===== src/rtl/uart_pkg.sv =====
// uart_pkg: shared constants for the uart_tx arbiter slice.
//   S_ARB / S_REQ / S_WAIT : arbiter FSM state encodings
//   UART_DATA_W            : byte width of the uart_tx byte_in port
package uart_pkg;
  localparam logic [1:0] S_ARB  = 2'b00;
  localparam logic [1:0] S_REQ  = 2'b01;
  localparam logic [1:0] S_WAIT = 2'b10;
  localparam int UART_DATA_W = 8;
endpackage


===== src/rtl/uart_tx_arbiter_rr_arbiter.sv =====
// rr_arbiter: combinational round-robin pick of the first request at or after ptr.
//   req : request vector
//   ptr : search start index (wraps N_REQ-1 -> 0)
//   gnt : one-hot grant (zero when nothing requests)
//   idx : index of the granted request
//   any : at least one request present
module rr_arbiter #(
  parameter int N_REQ = 4
) (
  input  logic [N_REQ-1:0]         req,
  input  logic [$clog2(N_REQ)-1:0] ptr,
  output logic [N_REQ-1:0]         gnt,
  output logic [$clog2(N_REQ)-1:0] idx,
  output logic                     any
);
  localparam int IW = $clog2(N_REQ);
  logic [IW-1:0] j;
  // Scan from the farthest offset back to ptr so the nearest request wins last.
  always_comb begin
    gnt = '0;
    idx = '0;
    any = 1'b0;
    j   = '0;
    for (int k = N_REQ - 1; k >= 0; k--) begin
      j = IW'((int'(ptr) + k) % N_REQ);
      if (req[j]) begin
        idx = j;
        any = 1'b1;
      end
    end
    gnt[idx] = any;
  end
endmodule


===== src/rtl/uart_tx_arbiter.sv =====
// uart_tx_arbiter: shares one uart_tx among N_REQ byte sources, packet-locked round robin.
//   clk, rst_n          : clock, asynchronous active-low reset
//   cli_valid/data/last : per-source byte offer (data of source i at [i*DATA_W +: DATA_W])
//   cli_ready           : one-cycle accept pulse, at most one bit set
//   tx_req, tx_byte     : request and latched byte towards uart_tx
//   tx_busy             : uart_tx busy
//   gnt_id, locked      : current/last granted source, packet in progress
//   err_to              : one-cycle pulse when uart_tx never acknowledged a request
module uart_tx_arbiter
  import uart_pkg::*;
#(
  parameter int N_REQ   = 4,
  parameter int DATA_W  = UART_DATA_W,
  parameter int TIMEOUT = 64
) (
  input  logic                       clk,
  input  logic                       rst_n,
  input  logic [N_REQ-1:0]           cli_valid,
  input  logic [N_REQ*DATA_W-1:0]    cli_data,
  input  logic [N_REQ-1:0]           cli_last,
  output logic [N_REQ-1:0]           cli_ready,
  output logic                       tx_req,
  output logic [DATA_W-1:0]          tx_byte,
  input  logic                       tx_busy,
  output logic [$clog2(N_REQ)-1:0]   gnt_id,
  output logic                       locked,
  output logic                       err_to
);
  localparam int IW = $clog2(N_REQ);
  localparam int CW = $clog2(TIMEOUT);
  logic [1:0]        state_q, state_d;
  logic [IW-1:0]     ptr_q, ptr_d, gnt_id_q, gnt_id_d, sel_idx, nxt_ptr;
  logic [CW-1:0]     cnt_q, cnt_d;
  logic [DATA_W-1:0] tx_byte_q, tx_byte_d;
  logic              last_q, last_d, locked_q, locked_d, err_to_q, err_to_d;
  logic              sel_any, take;
  logic [N_REQ-1:0]  req_v, sel_gnt;
  logic [DATA_W-1:0] data_a [N_REQ];

  for (genvar i = 0; i < N_REQ; i++) begin : g_data
    assign data_a[i] = cli_data[i*DATA_W +: DATA_W];
  end

  // While a packet is open only the owner may be granted.
  assign req_v = locked_q ? cli_valid & (N_REQ'(1) << gnt_id_q) : cli_valid;

  rr_arbiter #(.N_REQ(N_REQ)) u_rr (
    .req(req_v),
    .ptr(ptr_q),
    .gnt(sel_gnt),
    .idx(sel_idx),
    .any(sel_any)
  );

  assign take      = state_q == S_ARB && !tx_busy && sel_any;
  // Gated by rst_n so no accept can leak out while reset is held.
  assign cli_ready = take && rst_n ? sel_gnt : '0;
  assign nxt_ptr   = gnt_id_q == IW'(N_REQ - 1) ? '0 : gnt_id_q + 1'b1;
  assign tx_req    = state_q == S_REQ;
  assign tx_byte   = tx_byte_q;
  assign gnt_id    = gnt_id_q;
  assign locked    = locked_q;
  assign err_to    = err_to_q;

  always_comb begin
    state_d   = state_q;
    ptr_d     = ptr_q;
    cnt_d     = cnt_q;
    tx_byte_d = tx_byte_q;
    last_d    = last_q;
    gnt_id_d  = gnt_id_q;
    locked_d  = locked_q;
    err_to_d  = 1'b0;
    case (state_q)
      S_ARB: if (take) begin
        tx_byte_d = data_a[sel_idx];
        last_d    = cli_last[sel_idx];
        gnt_id_d  = sel_idx;
        locked_d  = 1'b1;
        cnt_d     = '0;
        state_d   = S_REQ;
      end
      S_REQ: if (tx_busy) begin
        cnt_d   = '0;
        state_d = S_WAIT;
      end else if (cnt_q == CW'(TIMEOUT - 1)) begin
        // uart_tx never answered: drop the byte and release the source.
        err_to_d = 1'b1;
        locked_d = 1'b0;
        ptr_d    = nxt_ptr;
        cnt_d    = '0;
        state_d  = S_ARB;
      end else begin
        cnt_d = cnt_q + 1'b1;
      end
      S_WAIT: if (!tx_busy) begin
        state_d  = S_ARB;
        locked_d = last_q ? 1'b0 : locked_q;
        ptr_d    = last_q ? nxt_ptr : ptr_q;
      end
      default: state_d = S_ARB;
    endcase
  end

  always_ff @(posedge clk or negedge rst_n) begin
    if (!rst_n) begin
      state_q   <= S_ARB;
      ptr_q     <= '0;
      cnt_q     <= '0;
      tx_byte_q <= '0;
      last_q    <= 1'b0;
      gnt_id_q  <= '0;
      locked_q  <= 1'b0;
      err_to_q  <= 1'b0;
    end else begin
      state_q   <= state_d;
      ptr_q     <= ptr_d;
      cnt_q     <= cnt_d;
      tx_byte_q <= tx_byte_d;
      last_q    <= last_d;
      gnt_id_q  <= gnt_id_d;
      locked_q  <= locked_d;
      err_to_q  <= err_to_d;
    end
  end
endmodule


===== config.mk =====
export PLATFORM = sky130hd
export DESIGN_NAME = uart_tx_arbiter
export DESIGN_NICKNAME = d
export VERILOG_FILES = /design/src/rtl/uart_pkg.sv /design/src/rtl/uart_tx_arbiter_rr_arbiter.sv /design/src/rtl/uart_tx_arbiter.sv
export SDC_FILE = /design/constraint.sdc
export NUM_CORES = 1
export LEC_CHECK = 0
export ABC_CLOCK_PERIOD_IN_PS = 3100
export CORE_ASPECT_RATIO = 0.9
export CORE_UTILIZATION = 40
export DETAILED_ROUTE_END_ITERATION = 16
export GPL_TIMING_DRIVEN = 0
export PLACE_DENSITY = 0.72
export SLEW_MARGIN = 0
export SYNTH_ARGS = -nofsm -noshare
export SYNTH_HDL_FRONTEND = slang
export SYNTH_SLANG_ARGS = --single-unit

===== constraint.sdc =====
create_clock -name clk -period 3.1 [get_ports clk]
set_input_delay 0.31 -clock clk [delete_from_list [all_inputs] [get_ports clk]]
set_output_delay 0.31 -clock clk [all_outputs]
set_load 0.05 [all_outputs]

==> results of run 1 <==
==> synthesized netlist by cell type (2+ instances only) <==
cell                       number
sky130_fd_sc_hd__ha_1           8
sky130_fd_sc_hd__nand2b_1       4
sky130_fd_sc_hd__a221oi_1      11
sky130_fd_sc_hd__a21oi_1       12
sky130_fd_sc_hd__inv_1         10
sky130_fd_sc_hd__dfrtp_1       23
sky130_fd_sc_hd__buf_6          2
sky130_fd_sc_hd__and3_1         2
sky130_fd_sc_hd__nand2_1       17
sky130_fd_sc_hd__and4_1         9
sky130_fd_sc_hd__o31ai_1        2
sky130_fd_sc_hd__clkbuf_1       7
sky130_fd_sc_hd__o21ai_1        2
sky130_fd_sc_hd__a21oi_2        2
sky130_fd_sc_hd__o21ai_0       12
sky130_fd_sc_hd__o2111a_1       3
sky130_fd_sc_hd__nor2b_1        3
sky130_fd_sc_hd__mux2i_1        8
sky130_fd_sc_hd__a211oi_1       2
sky130_fd_sc_hd__a31oi_1        9
sky130_fd_sc_hd__nor2_1        18
sky130_fd_sc_hd__nand3_1        5
sky130_fd_sc_hd__nor3b_1        2
==> critical path, delay by kind of cell (launching register included) <==
| kind | cells | cell delay [ns] |
|---|---|---|
| flops | 1 | 0.45 |
| buf+inv | 3 | 0.50 |
| fa+ha+maj | 1 | 0.20 |
| mux | 1 | 0.08 |
| compound gates | 3 | 0.80 |
| simple gates | 2 | 0.30 |
==> layout make-up <==
type,instances,share of cell area [%]
multi-input combinational,150,44.5
timing repair buffer,63,24.4
sequential,23,23.0
tap,48,2.39
buffer,8,2.24
clock buffer,3,1.65
inverter,10,1.50
clock inverter,1,0.299
==> power breakdown <==
part | switching [mW] | leakage, nW | internal (mW)
Combinational | 1.17 | 0.715 | 0.742
Sequential | 0.0813 | 0.282 | 0.414
Clock | 0.101 | 0.0217 | 0.0910
Total | 1.36 | 1.02 | 1.25
==> state kept, by name (all words and copies together) (netlist names) <==
name	count
tx_byte	8
gnt_id	2
err_to	1
ptr_q	2
last_q	1
cnt_q	6
state_q	2
locked	1
==> kinds of logic after synthesis <==
| kind of cell | Yosys count | synth area share [%] |
|---|---|---|
| and+or+nand+nor | 66 | 21.4 |
| adders and majority gates | 8 | 5.79 |
| AOI/OAI and AO/OA | 67 | 28.9 |
| buffers and inverters | 20 | 5.28 |
| muxes | 9 | 5.28 |
| DFF | 23 | 33.3 |
==> metrics by stage <==
| stage | cells | setup TNS, ns | instance area (um2) |
|---|---|---|---|
| floorplan | 193 | -0.0236 | 1760 |
| global placement | 300 | -2.88 | 2410 |
| detailed placement | 300 | -2.84 | 2410 |
| CTS | 304 | 0 | 2470 |
| global route | 306 | 0 | 2510 |
| finish | 306 | 0 | 2510 |
==> worst paths after layout <==
| check | cells after the start | endpoint | slack, ns | from |
|---|---|---|---|---|
| setup / recovery | 10 | cli_ready[3] | 0.18 | gnt_id[0] |
| hold / removal | 1 | cnt_q[0] | 0.51 | cnt_q[0] |
| setup reg to reg | 9 | cnt_q[0] | 0.44 | gnt_id[0] |
| hold reg to reg | 1 | cnt_q[0] | 0.51 | cnt_q[0] |
| max in group asynchronous | 1 | gnt_id[0] | 1.77 | rst_n |
| min in group asynchronous | 1 | ptr_q[0] | 0.62 | rst_n |
==> routing by layer <==
| layer | vias to the layer above | global-route usage (%) | wire length, um |
|---|---|---|---|
| li1 | 863 | - | - |
| met1 | 808 | 30.0 | 2250 |
| met2 | 55 | 36.1 | 2080 |
| met3 | 4 | 6.31 | 321 |
| met4 | 0 | 2.75 | 25 |
| met5 | - | 0 | 0 |
==> what timing repair did <==
item,CTS,global route
hold buffers,0,0
buffers inserted,1,3
pin swaps,1,4
setup endpoints to repair,4,4
gates resized for setup,28,12
==> impl.org, run 1 <==
** Outcome
- Run status :: finished, violations left
- The final reports fail on design-rule violations.

** Worst setup path
- Worst-path cell with the longest stage delay :: sky130_fd_sc_hd__dfrtp_2
- Required time at the worst-slack endpoint :: 2.79 ns
- In this design, the stage delay of the slowest critical-path cell is 0.45 ns.
- Critical path launch point type :: flop
- Type of the setup path with the least slack :: reg2out
- Of all nets on the critical path, the largest fanout is 10.
- Type of destination of the critical path :: output port
- Walking the worst path, the cells encountered are inv_1 -> ha_2 -> mux2i_2 -> a221o_1 -> o32a_1 -> o31ai_2 -> nand2_2 -> buf_6 -> nor3_4 -> buf_4.
- Data arrives at the worst endpoint at 2.61 ns.

** Synth
- Of all flip-flops after synthesis, the portion carrying an async set or reset was 100%.
- Cell Area, Synth :: 1730 um2
- Avg Inst Size Synth :: 8.96 um2
- Cell type contributing the most total cell area after synthesis :: sky130_fd_sc_hd__dfrtp_1
- Number of distinct library cells after synthesis :: 43
- Post-synth net total :: 244
- After synthesis, flip-flops and latches occupy 33.3% of the total area.
- Number of register bits inferred by synthesis :: 23
- Number of synthesized flops with an enable pin :: 0
- For this run, the leading register cell type out of synthesis is sky130_fd_sc_hd__dfrtp_1.
- Top area cells in the synthesized netlist :: sky130_fd_sc_hd__dfrtp_1 33%, sky130_fd_sc_hd__ha_1 5.8%, sky130_fd_sc_hd__a221oi_1 5.6%
- For this run, the number of Yosys warnings is 0.
- Synthesis produced 193 cells.
- Fraction of synthesized cell area taken by the top area cell type :: 33.3%

** Cells and area
- Layout-stage area growth over the synthesis result :: 45.1%
- End-of-flow core utilization :: 61.2%
- Ratio of cells with drive above 1 in the final layout :: 14.7%
- Final net count :: 310
- 0 antenna diodes ended up in the layout.
- Area taken by flip-flops and latches :: 578 um2
- Leaving out fill and tap cells, the most frequent cell in the layout is sky130_fd_sc_hd__clkdlybuf4s50_1.
- The filler cells instantiated in the layout total 369.
- Multi-input combinational cell area :: 1120 um2
- Most frequent cells in the layout :: 55 x sky130_fd_sc_hd__clkdlybuf4s50_1, 21 x sky130_fd_sc_hd__dfrtp_1, 18 x sky130_fd_sc_hd__nor2_1

** STA
- Final worst setup slack :: 0.178 ns
- Worst slew pin tran :: 1.06 ns
- Static timing analysis puts the maximum clock frequency at 0.342 GHz.
- Setup violations remaining at the end of the flow were counted as 0.
- Between clock sinks in the finished design, the worst skew comes to 0.00240 ns.
- Hold timing on the final database bottoms out at a slack of 0.510 ns.
- The worst path uses 94.3% of the clock period.
- Counting I/O delays and the setup requirement, the final critical path takes 2.92 ns.
- Setup repair after global routing left no endpoint under its margin.
- The final number of max-transition violations came to 0.
- Worst slew margin relative to its limit :: 29.0%
- The count of endpoints failing hold in the final timing report was 0.

** Global routing
- Total congestion overflow :: 0
- The initial antenna violation count came to 0.
- Largest net degree at the start of global routing :: 25
- Number of global-route vias before repair :: 1702
- Across every metal layer, demand over resource in global routing totals 22.2%.
- The first global-routing pass estimated 8.02 mm of wire.

** CTS
- The clock passes through at most 2 buffers.
- Number of clock sinks :: 23
- Htree depth :: 1
- Clock-pin slew was measured on the worst setup and hold paths at 0.09 ns.
- Clock root cell :: sky130_fd_sc_hd__clkbuf_8
- Clock buffer count from CTS :: 3
- At the later pin of the worst-skew pair, clock insertion delay measures 0.27 ns.
- TritonCTS built the clock tree.

** Floorplanning
- Die Footprint :: 4590 um2
- For this design the top-level I/O count stands at 60.
- Vertical die dimension :: 64.4 um
- The floorplan step set the die width to 71.3 um.
- Effective utilization at floorplan :: 42.2%
- Core outline area :: 4100 um2
- Number of cell rows :: 22

** Placed design
- At the end of routability-driven placement, the weighted congestion stood at 0.820.
- The count of buffers added on input and output ports is 59.
- Summed over all nets, the half-perimeter wirelength after detailed placement is 3.55 mm.
- Timing analysis after detailed placement gives a worst setup slack of -0.839 ns.

** Route
- First drt pass iteration count :: 10
- The count of nets left with antenna violations once routing finished came out at 0.
- Per-cell routed wire length :: 15.3 um
- Vias :: 1730
- Number of remaining DRC errors :: 1
- Via-per-instance ratio :: 5.65
- After the first detailed-routing iteration, the DRC count stood at 93.
- Final routed wirelength across all metal layers :: 4.68 mm

** Hold path
- Path type of the worst min-delay path :: reg2reg

** Power
- Largest voltage drop on the vdd net :: 0.738 mV
- For this design the ratio of total power to cell area is 1040 nW/um2.
- Cell leakage power :: 1.02 nW
- PnR Total Power :: 2.60 mW

** Run
- Number of maximum-capacitance constraint violations :: 0
Power figures use the tool's default switching activity.
==> inputs of run 2 (changes only) <==
--- a/config.mk
+++ b/config.mk
@@ -5,12 +5,14 @@
 export SDC_FILE = /design/constraint.sdc
 export NUM_CORES = 1
 export LEC_CHECK = 0
+export ABC_AREA = 1
 export ABC_CLOCK_PERIOD_IN_PS = 3100
 export CORE_ASPECT_RATIO = 0.9
-export CORE_UTILIZATION = 40
+export CORE_UTILIZATION = 36
+export CTS_CLUSTER_DIAMETER = 30
 export DETAILED_ROUTE_END_ITERATION = 16
 export GPL_TIMING_DRIVEN = 0
-export PLACE_DENSITY = 0.72
+export PLACE_DENSITY = 0.65
 export SLEW_MARGIN = 0
 export SYNTH_ARGS = -nofsm -noshare
 export SYNTH_HDL_FRONTEND = slang
==> impl.org, run 2 <==
** Floorplanning
- Vertical die dimension :: 69.9 um (was 64.4 um)
- The standard-cell row count came to 24 (was 22).
- The effective utilization at floorplan is 37.7% (was 42.2%).
- Die boundary width :: 77.4 um (was 71.3 um)
- The number of top-level design ports came to 60 (unchanged).
- Die Footprint :: 5410 um2 (was 4590 um2)
- Core outline area :: 4890 um2 (was 4100 um2)

** Hold path
- The path type of the worst min-delay path is reg2reg (unchanged).
- The worst hold path startpoint is tx_byte[5] (was cnt_q[0]).
- The end of the worst hold path is tx_byte[5] (was cnt_q[0]).
- The number of cells traversed by the worst hold path is 2 (was 1).

** CTS
- The clock-pin slew reported for the worst setup and hold paths after clock tree synthesis came to 0.09 ns (about the same).
- The number of setup buffers added after CTS was 0 (was 1).
- The H-tree depth was 1 (unchanged).
- Clock root cell :: sky130_fd_sc_hd__clkbuf_8 (unchanged)
- Clock Path Buffers :: 2 (unchanged)
- Number of clock sinks :: 23 (unchanged)
- Clock buffer count from CTS :: 3 (unchanged)
- Clock latency of the later-clocked register in the worst-skew pair :: 0.27 ns (about the same)
- The clock tree from TritonCTS is done (unchanged).

** Power
- The sequential power share is 16.4% (was 19.0%).
- The switching power as a share of total power was 55.5% (was 52.1%).
- Cell leakage power :: 1.29 nW (was 1.02 nW)
- Clock power share :: 6.4% (was 7.4%)
- The worst-case vdd ir drop was 0.667 mV (was 0.738 mV).
- PnR Total Power :: 3.04 mW (was 2.60 mW)
- Pwr Density :: 1190 nW/um2 (was 1040 nW/um2)
- Power share of the combinational group :: 77.2% (was 73.6%)
- The internal power component came to 1.35 mW (was 1.25 mW).
- Net switching power figure :: 1.69 mW (was 1.36 mW)

** Worst setup path
- The startpoint-to-endpoint class of the critical path is reg2out (unchanged).
- Type of destination of the critical path :: output port (unchanged)
- Worst-path cell with the longest stage delay :: sky130_fd_sc_hd__dfrtp_1 (was sky130_fd_sc_hd__dfrtp_2)
- The largest driver fanout on the critical path is 10 (unchanged).
- The combined buffer and inverter count along the critical path was 5 (was 3).
- Depth of the most critical reg-to-reg path :: 15 (was 9)
- Worst R2R Setup Slack :: 0.94 ns (was 0.44 ns)
- Largest stage delay on the critical path :: 0.43 ns (was 0.45 ns)
- Critical path launch point type :: flop (unchanged)
- The critical path's top delay family was simple AND/OR/NAND/NOR gates (was compound AO/OA/AOI/OAI gates).
- Critical Path AT :: 2.55 ns (was 2.61 ns)
- The critical path data required time is 2.79 ns (about the same).
- The end of the worst register-to-register path is cnt_q[3] (was cnt_q[0]).
- Counting stages on the worst path, the most repeated cell is sky130_fd_sc_hd__nand2_1.
- List of cells traversed by the critical path :: inv_1 -> ha_1 -> inv_1 -> nand2_1 -> nand3_1 -> nand2_2 -> nor2_1 -> nand2_1 -> nand2_1 -> buf_2 -> inv_1 -> nand2_1 -> nor3_1 -> clkbuf_2 (was inv_1 -> ha_2 -> mux2i_2 -> a221o_1 -> o32a_1 -> o31ai_2 -> nand2_2 -> buf_6 -> nor3_4 -> buf_4)
- The startpoint of the worst register-to-register path is gnt_id[0] (unchanged).

** Route
- Via-per-instance ratio :: 4.56 (was 5.65)
- The initial detailed-routing violation count came to 102 (was 93).
- The via total after detailed routing is 1827 (was 1730).
- The count of TritonRoute iterations in the first routing pass is 4 (was 10).
- Number of remaining DRC errors :: 0 (was 1)
- The routed length per placed instance came to 11.0 um (was 15.3 um).
- The residual antenna-violating net count after detailed routing came to 0 (unchanged).
- The total routed wirelength is 4.41 mm (was 4.68 mm).

** Cells and area
- Ratio of cells with drive above 1 in the final layout :: 11.0% (was 14.7%)
- The final instance count without filler cells came to 401 (was 306).
- The total non-filler cell area in the finished layout was 2540 um2 (was 2510 um2).
- Flip-flop count of the largest register after layout :: 8 (unchanged)
- Most common cell after layout, fill and taps aside :: sky130_fd_sc_hd__nand2_1 (was sky130_fd_sc_hd__clkdlybuf4s50_1)
- Most frequent cells in the layout: 99 x sky130_fd_sc_hd__nand2_1, 55 x sky130_fd_sc_hd__clkdlybuf4s50_1, 35 x sky130_fd_sc_hd__inv_1 (was 55 x sky130_fd_sc_hd__clkdlybuf4s50_1, 21 x sky130_fd_sc_hd__dfrtp_1, 18 x sky130_fd_sc_hd__nor2_1).
- The synthesis-to-layout area growth came to 38.0% (was 45.1%).
- The diode insertion count for antenna repair was 0 (unchanged).
- The final-stage net count came to 388 (was 310).

** Synth
- Top area cells in the synthesized netlist :: sky130_fd_sc_hd__dfrtp_1 31%, sky130_fd_sc_hd__nand2_1 20%, sky130_fd_sc_hd__nand3_1 9.2% (was sky130_fd_sc_hd__dfrtp_1 33%, sky130_fd_sc_hd__ha_1 5.8%, sky130_fd_sc_hd__a221oi_1 5.6%)
- The net count after synthesis is 324 (was 244).
- Proportion of synthesized chip area in sequential cells :: 31.2% (was 33.3%)
- Most common cell in the synthesized netlist :: sky130_fd_sc_hd__nand2_1 (was sky130_fd_sc_hd__dfrtp_1)
- The number of distinct library cell variants in the gate-level netlist after synthesis was 27 (was 43).
- The post-synthesis simple-gate area fraction is 44.3% (was 21.4%).
- Number of register bits inferred by synthesis :: 23 (unchanged)
- Avg Inst Size Synth :: 6.76 um2 (was 8.96 um2)
- The area fraction in compound gates after synthesis was 5.50% (was 28.9%).
- The number of warning messages in the yosys log was 0 (unchanged).
- The synthesized-area fraction occupied by adder cells is 5.43% (was 5.79%).
- The number of enable flip-flop cells after synthesis is 0 (unchanged).
- Post-synth top flop :: sky130_fd_sc_hd__dfrtp_1 (unchanged)
- The multiplexer area fraction after synthesis is 0% (was 5.28%).
- The fraction of post-synthesis cell area in the top cell type by area is 31.2% (was 33.3%).
- Most instantiated cells after synthesis: 99 x sky130_fd_sc_hd__nand2_1, 35 x sky130_fd_sc_hd__inv_1, 34 x sky130_fd_sc_hd__nand3_1 (was 23 x sky130_fd_sc_hd__dfrtp_1, 18 x sky130_fd_sc_hd__nor2_1, 17 x sky130_fd_sc_hd__nand2_1).
- The synthesized instance count is 273 (was 193).
- Combinational family with the most area after synthesis :: simple AND/OR/NAND/NOR gates (was compound AO/OA/AOI/OAI gates)
- The leading area contributor after synthesis was sky130_fd_sc_hd__dfrtp_1 (unchanged).
- Fraction of synthesized cell area in xor and xnor cells :: 1.36% (was 0%)
- Cell Area, Synth :: 1840 um2 (was 1730 um2)
- The share of flip-flops with an asynchronous set or reset after synthesis was 100% (unchanged).

** STA
- Crit share post-route :: 92.2% (was 94.3%)
- The relative max-transition margin came to 30.8% (was 29.0%).
- The final count of negative-setup-slack endpoints came to 0 (unchanged).
- Timing-limited maximum frequency :: 0.350 GHz (was 0.342 GHz)
- Setup total negative slack :: 0 ns (unchanged)
- Worst slew pin tran :: 1.04 ns (was 1.06 ns)
- The count of endpoints failing hold in the final timing report came to 0 (unchanged).
- The final worst setup slack is 0.240 ns (was 0.178 ns).
- The final number of max-transition violations came to 0 (unchanged).
- Final min period :: 2.86 ns (was 2.92 ns)
- Setup skew after layout :: 0.00141 ns (was 0.00240 ns)
- Setup repair after global routing missed its margin :: false (unchanged)

** Placed design
- Post-placement worst setup slack :: -0.172 ns (was -0.839 ns)
- The area of placed instances is 2520 um2 (was 2410 um2).
- Weighted congestion at the end of routability-driven global placement :: 0.784 (was 0.820)
- The cell count after placement was 397 (was 300).
- Placed wire-length estimate after detailed placement :: 3.54 mm (was 3.55 mm)
- The number of input and output port buffers inserted came to 59 (unchanged).

** Outcome
- Run status :: completed (was finished, violations left)

** Run
- The max-capacitance violation count was 0 (unchanged).

** Global routing
- All-Layer GR Usage :: 17.5% (was 22.2%)
- Largest net degree at the start of global routing :: 25 (unchanged)
- Number of global-route vias before repair :: 1768 (was 1702)
- Total congestion overflow :: 0 (unchanged)
- Initial antenna violation count :: 0 (unchanged)
- First-pass GRT wire length :: 7.69 mm (was 8.02 mm)
-- run 2: repair_timing --
item | CTS | global route
resized for setup | 7 | 12
gates cloned | 0 | 0
endpoints found under the setup margin | 4 | 4
hold buffers | 0 | 0
-- run 2: worst max-delay path by stage --
stage	startpoint	to	slack, ns	cells past startpoint
6_report	gnt_id[0]	cli_ready[3]	0.24	14
5_1_grt	gnt_id[0]	cli_ready[2]	0.009	14
4_1_cts	gnt_id[0]	cli_ready[3]	0.02	14
3_5_place_dp	rst_n	cli_ready[0]	-0.17	4
3_3_place_gp	rst_n	cli_ready[0]	-0.12	4
2_1_floorplan	gnt_id[0]	cli_ready[1]	-0.17	14
-- run 2: cell type report --
class,count,area (um2)
Clock buffer,3,41.3
Multi-Input combinational cell,203,1040
Clock inverter,1,7.51
Fill cell,480,2350
Tap cell,65,81.3
Inverter,38,145
Buffer,9,80.1
Timing Repair Buffer,59,571
Sequential cell,23,576
-- run 2: cell families (layout without fill, tap and decap cells) --
kind of cell / after synthesis / after routing
AND/OR/NAND/NOR: 175 / 175
buffers and inverters: 47 / 110
flip-flops: 23 / 23
AO/OA/AOI/OAI: 18 / 18
adder cells (fa/ha/maj): 8 / 8
XOR/XNOR: 2 / 2
-- run 2: routing by layer --
metal,GRT usage (%),up-vias,part of all wire (%)
met3,3.14,2,3.7
li1,-,978,-
met5,0,-,0
met2,30.3,38,48
met1,23.5,809,47
met4,1.89,0,0.32
-- run 2: per-stage QoR --
stage	utilization, %	hold WS, ns
6_report	52.0	0.486
5_1_grt	52.0	0.512
4_1_cts	52.4	0.492
3_5_place_dp	51.4	0.466
3_3_place_gp	51.4	0.464
2_1_floorplan	-	0.0144
-- run 2: worst register-to-register path, delay by kind of cell, from the launching register on --
kind,cells,cell delay [ns]
compound gates,1,0.15
xor+xnor,1,0.15
fa+ha+maj,1,0.21
buf+inv,3,0.32
flops,1,0.41
simple gates,9,0.81
-- run 2: power groups by stage --
stage               combinational [mW]  clock [mW]  sequential [mW]
floorplan                         1.58           0            0.712
global placement                  2.34           0            0.505
detailed placement                2.37           0            0.501
CTS                               2.37       0.203            0.500
global route                      2.64       0.213            0.516
finish                            2.35       0.196            0.499
